[src/rtl/alu_pipe.sv]
// Two-stage pipelined ALU with valid/ready handshakes on both sides.
// Stage 1 registers the incoming operation; stage 2 registers the computed
// result and status flags. A single enable stalls both stages together
// whenever the output holds a result that downstream has not yet taken.
module alu_pipe #(
    parameter int WIDTH    = 8,
    parameter bit SHIFT_EN = 1'b1
) (
    input  logic             clk,
    input  logic             rst,
    input  logic             in_valid,
    output logic             in_ready,
    input  logic [WIDTH-1:0] op_a,
    input  logic [WIDTH-1:0] op_b,
    input  logic [2:0]       alu_op,
    output logic             out_valid,
    input  logic             out_ready,
    output logic [WIDTH-1:0] out_result,
    output logic             out_carry,
    output logic             out_ovf,
    output logic             out_zero,
    output logic             out_neg
);

    localparam int SH_W = $clog2(WIDTH);

    localparam logic [2:0] OP_ADD = 3'b000;
    localparam logic [2:0] OP_SUB = 3'b001;
    localparam logic [2:0] OP_AND = 3'b010;
    localparam logic [2:0] OP_OR  = 3'b011;
    localparam logic [2:0] OP_XOR = 3'b100;
    localparam logic [2:0] OP_NOT = 3'b101;
    localparam logic [2:0] OP_SHL = 3'b110;
    localparam logic [2:0] OP_SHR = 3'b111;

    // Stage 1: captured operation
    logic             s1_valid_reg;
    logic [WIDTH-1:0] s1_a_reg;
    logic [WIDTH-1:0] s1_b_reg;
    logic [2:0]       s1_op_reg;

    // Stage 2: result and flags presented downstream
    logic             out_valid_reg;
    logic [WIDTH-1:0] out_result_reg;
    logic             out_carry_reg;
    logic             out_ovf_reg;
    logic             out_zero_reg;
    logic             out_neg_reg;

    // Computed values for the operation sitting in stage 1
    logic [WIDTH-1:0] result_next;
    logic             carry_next;
    logic             ovf_next;

    // Wide intermediates: the extra bit carries out the carry/borrow or the
    // last bit shifted out, so no separate index arithmetic is needed.
    logic [WIDTH:0]   sum_full;
    logic [WIDTH:0]   diff_full;
    logic [WIDTH:0]   shl_full;
    logic [WIDTH:0]   shr_full;
    logic [SH_W-1:0]  sh_amt;

    logic en;

    // Whole pipe advances unless a finished result is waiting on downstream
    assign en        = !out_valid_reg || out_ready;
    assign in_ready  = en && !rst;

    assign out_valid  = out_valid_reg;
    assign out_result = out_result_reg;
    assign out_carry  = out_carry_reg;
    assign out_ovf    = out_ovf_reg;
    assign out_zero   = out_zero_reg;
    assign out_neg    = out_neg_reg;

    // Datapath: evaluate every operation and select by opcode
    always_comb begin
        sh_amt      = s1_b_reg[SH_W-1:0];
        sum_full    = {1'b0, s1_a_reg} + {1'b0, s1_b_reg};
        diff_full   = {1'b0, s1_a_reg} - {1'b0, s1_b_reg};
        shl_full    = {1'b0, s1_a_reg} << sh_amt;
        shr_full    = {s1_a_reg, 1'b0} >> sh_amt;
        result_next = '0;
        carry_next  = 1'b0;
        ovf_next    = 1'b0;
        case (s1_op_reg)
            OP_ADD: begin
                result_next = sum_full[WIDTH-1:0];
                carry_next  = sum_full[WIDTH];
                ovf_next    = (s1_a_reg[WIDTH-1] == s1_b_reg[WIDTH-1]) &&
                              (sum_full[WIDTH-1] != s1_a_reg[WIDTH-1]);
            end
            OP_SUB: begin
                result_next = diff_full[WIDTH-1:0];
                carry_next  = diff_full[WIDTH];
                ovf_next    = (s1_a_reg[WIDTH-1] != s1_b_reg[WIDTH-1]) &&
                              (diff_full[WIDTH-1] != s1_a_reg[WIDTH-1]);
            end
            OP_AND: result_next = s1_a_reg & s1_b_reg;
            OP_OR:  result_next = s1_a_reg | s1_b_reg;
            OP_XOR: result_next = s1_a_reg ^ s1_b_reg;
            OP_NOT: result_next = ~s1_a_reg;
            OP_SHL: begin
                if (SHIFT_EN) begin
                    result_next = shl_full[WIDTH-1:0];
                    carry_next  = shl_full[WIDTH];
                end
            end
            OP_SHR: begin
                if (SHIFT_EN) begin
                    result_next = shr_full[WIDTH:1];
                    carry_next  = shr_full[0];
                end
            end
            default: begin
                result_next = '0;
            end
        endcase
    end

    // Pipeline registers; bubbles clear stage 2 so no stale data is shown
    always_ff @(posedge clk) begin
        if (rst) begin
            s1_valid_reg   <= 1'b0;
            s1_a_reg       <= '0;
            s1_b_reg       <= '0;
            s1_op_reg      <= '0;
            out_valid_reg  <= 1'b0;
            out_result_reg <= '0;
            out_carry_reg  <= 1'b0;
            out_ovf_reg    <= 1'b0;
            out_zero_reg   <= 1'b0;
            out_neg_reg    <= 1'b0;
        end else if (en) begin
            s1_valid_reg  <= in_valid;
            s1_a_reg      <= op_a;
            s1_b_reg      <= op_b;
            s1_op_reg     <= alu_op;
            out_valid_reg <= s1_valid_reg;
            if (s1_valid_reg) begin
                out_result_reg <= result_next;
                out_carry_reg  <= carry_next;
                out_ovf_reg    <= ovf_next;
                out_zero_reg   <= (result_next == '0);
                out_neg_reg    <= result_next[WIDTH-1];
            end else begin
                out_result_reg <= '0;
                out_carry_reg  <= 1'b0;
                out_ovf_reg    <= 1'b0;
                out_zero_reg   <= 1'b0;
                out_neg_reg    <= 1'b0;
            end
        end
    end

endmodule

[config.mk]
export PLATFORM = sky130hd
export DESIGN_NAME = alu_pipe
export DESIGN_NICKNAME = d
export VERILOG_FILES = /design/src/rtl/alu_pipe.sv
export SDC_FILE = /design/constraint.sdc
export NUM_CORES = 1
export LEC_CHECK = 0
export ABC_AREA = 1
export ABC_CLOCK_PERIOD_IN_PS = 6200
export CAP_MARGIN = 20
export CORE_ASPECT_RATIO = 0.7
export CORE_MARGIN = 2
export CORE_UTILIZATION = 61
export DETAILED_ROUTE_END_ITERATION = 8
export PLACE_DENSITY = 0.91
export RECOVER_POWER = 50
export SKIP_LAST_GASP = 1
export SLEW_MARGIN = 20
export SYNTH_ARGS = -nofsm -noshare
export SYNTH_HDL_FRONTEND = slang
export SYNTH_SLANG_ARGS = --single-unit
[constraint.sdc]
create_clock -name clk -period 6.2 [get_ports clk]
set_clock_uncertainty 0.2 [all_clocks]
set_input_delay 1.24 -clock clk [delete_from_list [all_inputs] [get_ports clk]]
set_output_delay 1.24 -clock clk [all_outputs]
set_load 0.005 [all_outputs]
Word-level counts from Yosys, hierarchy flattened:

Index checks and enable logic that the tools add are counted.

* $add $sub $neg: 2
* multipliers: 0
* divide/modulo/power cells: 0
* order comparisons: 0
* equal/unequal tests: 11
* shift operators: 2
* multiplexer cells: 8
* bitwise logic cells: 4
* reductions and logical operators: 8

Operators with widths (count)
* $pmux 8 s8: 1
* $eq 3x3->1 const B: 4
* $add 8x8->9: 1
* $shl 8x3->9: 1
* $shr 9x3->9: 1
* $sub 8x8->9: 1
* $and 8x8->8: 1
* $logic_not 8->1: 1
* $mux 8: 1
* $not 8->8: 1
* $or 8x8->8: 1
* $xor 8x8->8: 1
* $eq 3x2->1 const B: 2
* $mux 1: 4
* $pmux 1 s4: 1
* $eq 3x1->1 const B: 1
* $logic_and 1x1->1: 3
* $logic_not 3->1: 1
* $ne 1x1->1: 3
* $logic_not 1->1: 2
* $pmux 1 s2: 1
* $eq 1x1->1: 1
* $logic_or 1x1->1: 1

* register bits after elaboration: 33
* bits in latches: 0
* RAM bits: 0
* bits in read-only memories: 0
* input bits: 23
* output and inout bits: 14
* logic and storage cells: 45
* memories: 0

Longest topological paths before layout:

* depth after elaboration: 5
* gate-level depth with buffers: 16
* depth with buffers taken out: 15

Worst setup path before layout:

Ideal clock, no wire load.

* path type: in2out
* from: input out_ready
* to: output in_ready
* arrival time: 1.910 ns
* data required time: 4.760 ns
* setup slack: 2.850 ns
* cell stages on the path: 3
* path buffers: 1
* cell sequence: nor2_1 -> clkbuf_1 -> nor2_1

* cells in the longest elaborated chain, start to end: 2

RTL lines
* start, declared: RTL line 17 `input logic out_ready,`
* $logic_or 1x1->1: RTL line 66 `assign en = !out_valid_reg || out_ready;`
* $logic_and 1x1->1: RTL line 67 `assign in_ready = en && !rst;`
* end, declared: RTL line 12 `output logic in_ready,`

No other way between the ends.

Worst setup path after layout:

Ends and elaborated chain as after synthesis.

==> flow_summary_export.csv <==
group,metric,value,unit
cells_and_area,final_cell_mix,"nand2_1, nand3_1, inv_1",
drt,post_drt_wl_per_cell,15.9,um
placed_design,dp_hpwl,7070,um
clocking,cts_buffers,5,
cells_and_area,mostFrequentLayoutCell,"nand2_1",
cells_and_area,nets,558,
clocking,clock_latency,280,ps
timing,slew_headroom,52.1,%
clocking,clock_sinks,32,
cells_and_area,stdcell_area,3390,sq um
clocking,cts_tree,"built",
clocking,clk_pin_slew_worst_paths,70,ps
placed_design,placed_cell_area,3290,sq um
power,p_clk_share,29.9,%
synth,yosysWarnings,0,
floorplanning,die_area,5430,sq um
setup_path,path_max_fanout,54,
clocking,cts_hold_repair.buffers,0,
timing,report.final.slew_viol_count,0,
synth,muxShareOfSynthArea,0,%
synth,synthFlopType,"dfxtp_1",
floorplanning,core_area,4730,sq um
synth,synthCells,483,
global_routing,grt_pass1_vias,2990,
floorplanning,die_h,62.3,um
floorplanning,start_util,62.6,%
floorplanning,io_pins,37,
global_routing,grt_usage,34.3,%
floorplanning,fp.dieW,87.2,um
global_routing,gr-total-overflow,0,
setup_path,cp-start-kind,"input pin",
clocking,post_cts_buffers,0,
timing,layout_min_cycle_time,4270,ps
min_path,hp-class,"reg2reg",
drt,ant_nets,0,
synth,synth_top_family_by_area,"simple AND/OR/NAND/NOR gates",
setup_path,worstSetupPathType,"in2out",
timing,setup_tns,0,ps
synth,synthesis.area,2960,sq um
setup_path,cp.required,4760,ps
cells_and_area,drive_gt1_share,5.11,%
timing,setup-violations-final,0,
synth,synth_top_area_cell,"dfxtp_1",
drt,dr.pass1.iters,6,
clocking,cts-resized-gates,0,
synth,synth_nets,533,
cells_and_area,n_antenna_cell,0,
synth,synth-xor-area-share,1.18,%
drt,routed_wl,9030,um
synth,synth_fa_ha_area_share,11.9,%
timing,fmax,234,MHz
timing,rsz0062_at_grt,"no",
power,p_switching,0.000240,W
drt,drt_iter0_drc,543,
timing,finalHoldViolCount,0,
synth,synth_compound_area_share,14.6,%
clocking,ctsHtreeMaxLevel,2,
global_routing,antenna_found_initial,0,
power,power_frac_comb,33.8,%
synth,ys_seq_area_share,21.6,%
synth,ys_ff_latch,32,
synth,netlist_top_cells_area,"dfxtp_1, nand2_1, nand3_1",
synth,synth-simple-area-share,39.9,%
global_routing,grt_pass1_wl,14700,um
synth,synthArstFlopShare,0,%
setup_path,cp_slowest_cell,"dlygate4sd3_1",
clocking,clock_path_buffers,2,
drt,drc_errors,0,
drt,post_drt_via_cell_ratio,5.98,
power,power_leakage,1.62,nW
synth,synth.top_cell.area_share,21.6,%
cells_and_area,area_delta_synth_final,14.7,%
floorplanning,core.rowCount,21,
placed_design,numPortBuffers,36,
setup_path,slowest_delay,550,ps
synth,synth-edff-count,0,
timing,period_share,68.9,%
drt,vias,3384,
synth,synth.distinct_cells,34,
synth,syn_area_per_cell,6.13,sq um
power,p_int,0.000417,W
setup_path,worstPathArrival,2830,ps
run_status,status,"finished clean",
power,swShare,36.5,%
timing,worstMarginPinSlew,716,ps
power,ir_worst_vdd,0.156,mV
placed_design,place.gp.congestion,0.988,
global_routing,grt_max_degree,55,
power,power_frac_seq,36.3,%
clocking,cts_root_buf,"clkbuf_8",
flow_run,maxCapViolCount,0,
setup_path,crit_chain,"dlygate4sd3_1 > nor2_2 > buf_4 > nor2_1 > clkdlybuf4s50_1",
setup_path,end_kind,"primary output",
power,p_per_area,194,nW/um^2
[synthesized netlist by cell type, types with 5 or more instances]
cell type / number
a21oi_1: 43
buf_4: 5
clkbuf_1: 7
dfxtp_1: 32
ha_1: 25
inv_1: 48
nand2_1: 123
nand3_1: 82
nand4_1: 6
nor2_1: 36
o21ai_0: 31
[worst paths after layout]
kind	start	to	slack [ps]	cells past startpoint
max	out_ready	in_ready	1930	5
min	out_result[2]	out_result[2]	260	2
max reg2reg	s1_a_reg[0]	out_zero	3410	13
min reg2reg	out_result[2]	out_result[2]	260	2
[power by group through the flow]
stage          Clock (W)  Combinational, W  Sequential [W]
5_1_grt         0.000207          0.000244        0.000240
6_report        0.000196          0.000222        0.000238
3_5_place_dp           0          0.000213        0.000242
3_3_place_gp           0          0.000209        0.000241
2_1_floorplan          0          0.000156        0.000233
4_1_cts         0.000197          0.000215        0.000237
[stage by stage]
| step | total power (W) | cells | setup slack [ps] | hold slack [ps] | utilization (%) |
|---|---|---|---|---|---|
| after detailed placement | 0.000455 | 558 | 2060 | 258 | 69.5 |
| after CTS | 0.000649 | 566 | 2060 | 268 | 71.7 |
| final | 0.000657 | 566 | 1930 | 263 | 71.7 |
| after global routing | 0.000691 | 566 | 1840 | 285 | 71.7 |
| after floorplan | 0.000389 | 483 | 2850 | 240 | - |
| after global placement | 0.000450 | 558 | 2090 | 256 | 69.5 |
[layout make-up]
class	instances	area (sq um)
Tap cell	57	71.3
Sequential cell	32	641
Clock buffer	6	72.6
Timing Repair Buffer	38	375
Fill cell	430	1340
Clock inverter	2	35.0
Multi-Input combinational cell	379	2000
Inverter	52	195
[layer usage]
layer	up-vias	part of all wire, %	global-route usage, %
met1	1487	44	51.9
met3	24	14	10.8
met5	-	0	0
li1	1643	-	-
met4	0	2.5	9.42
met2	230	40	46.5
[cell families after synthesis]
kind of cell               Yosys count
and+or+nand+nor                    266
buffers and inverters               72
adders and majority gates           27
DFF                                 32
xor gates and xnor gates             4
AOI/OAI and AO/OA                   82
[worst max-delay path, delay by kind of cell]
family | cells | cell delay (ps)
buffers and inverters | 3 | 1400
AND/OR/NAND/NOR | 2 | 190
Note: power is estimated with default switching activity, not from simulation.
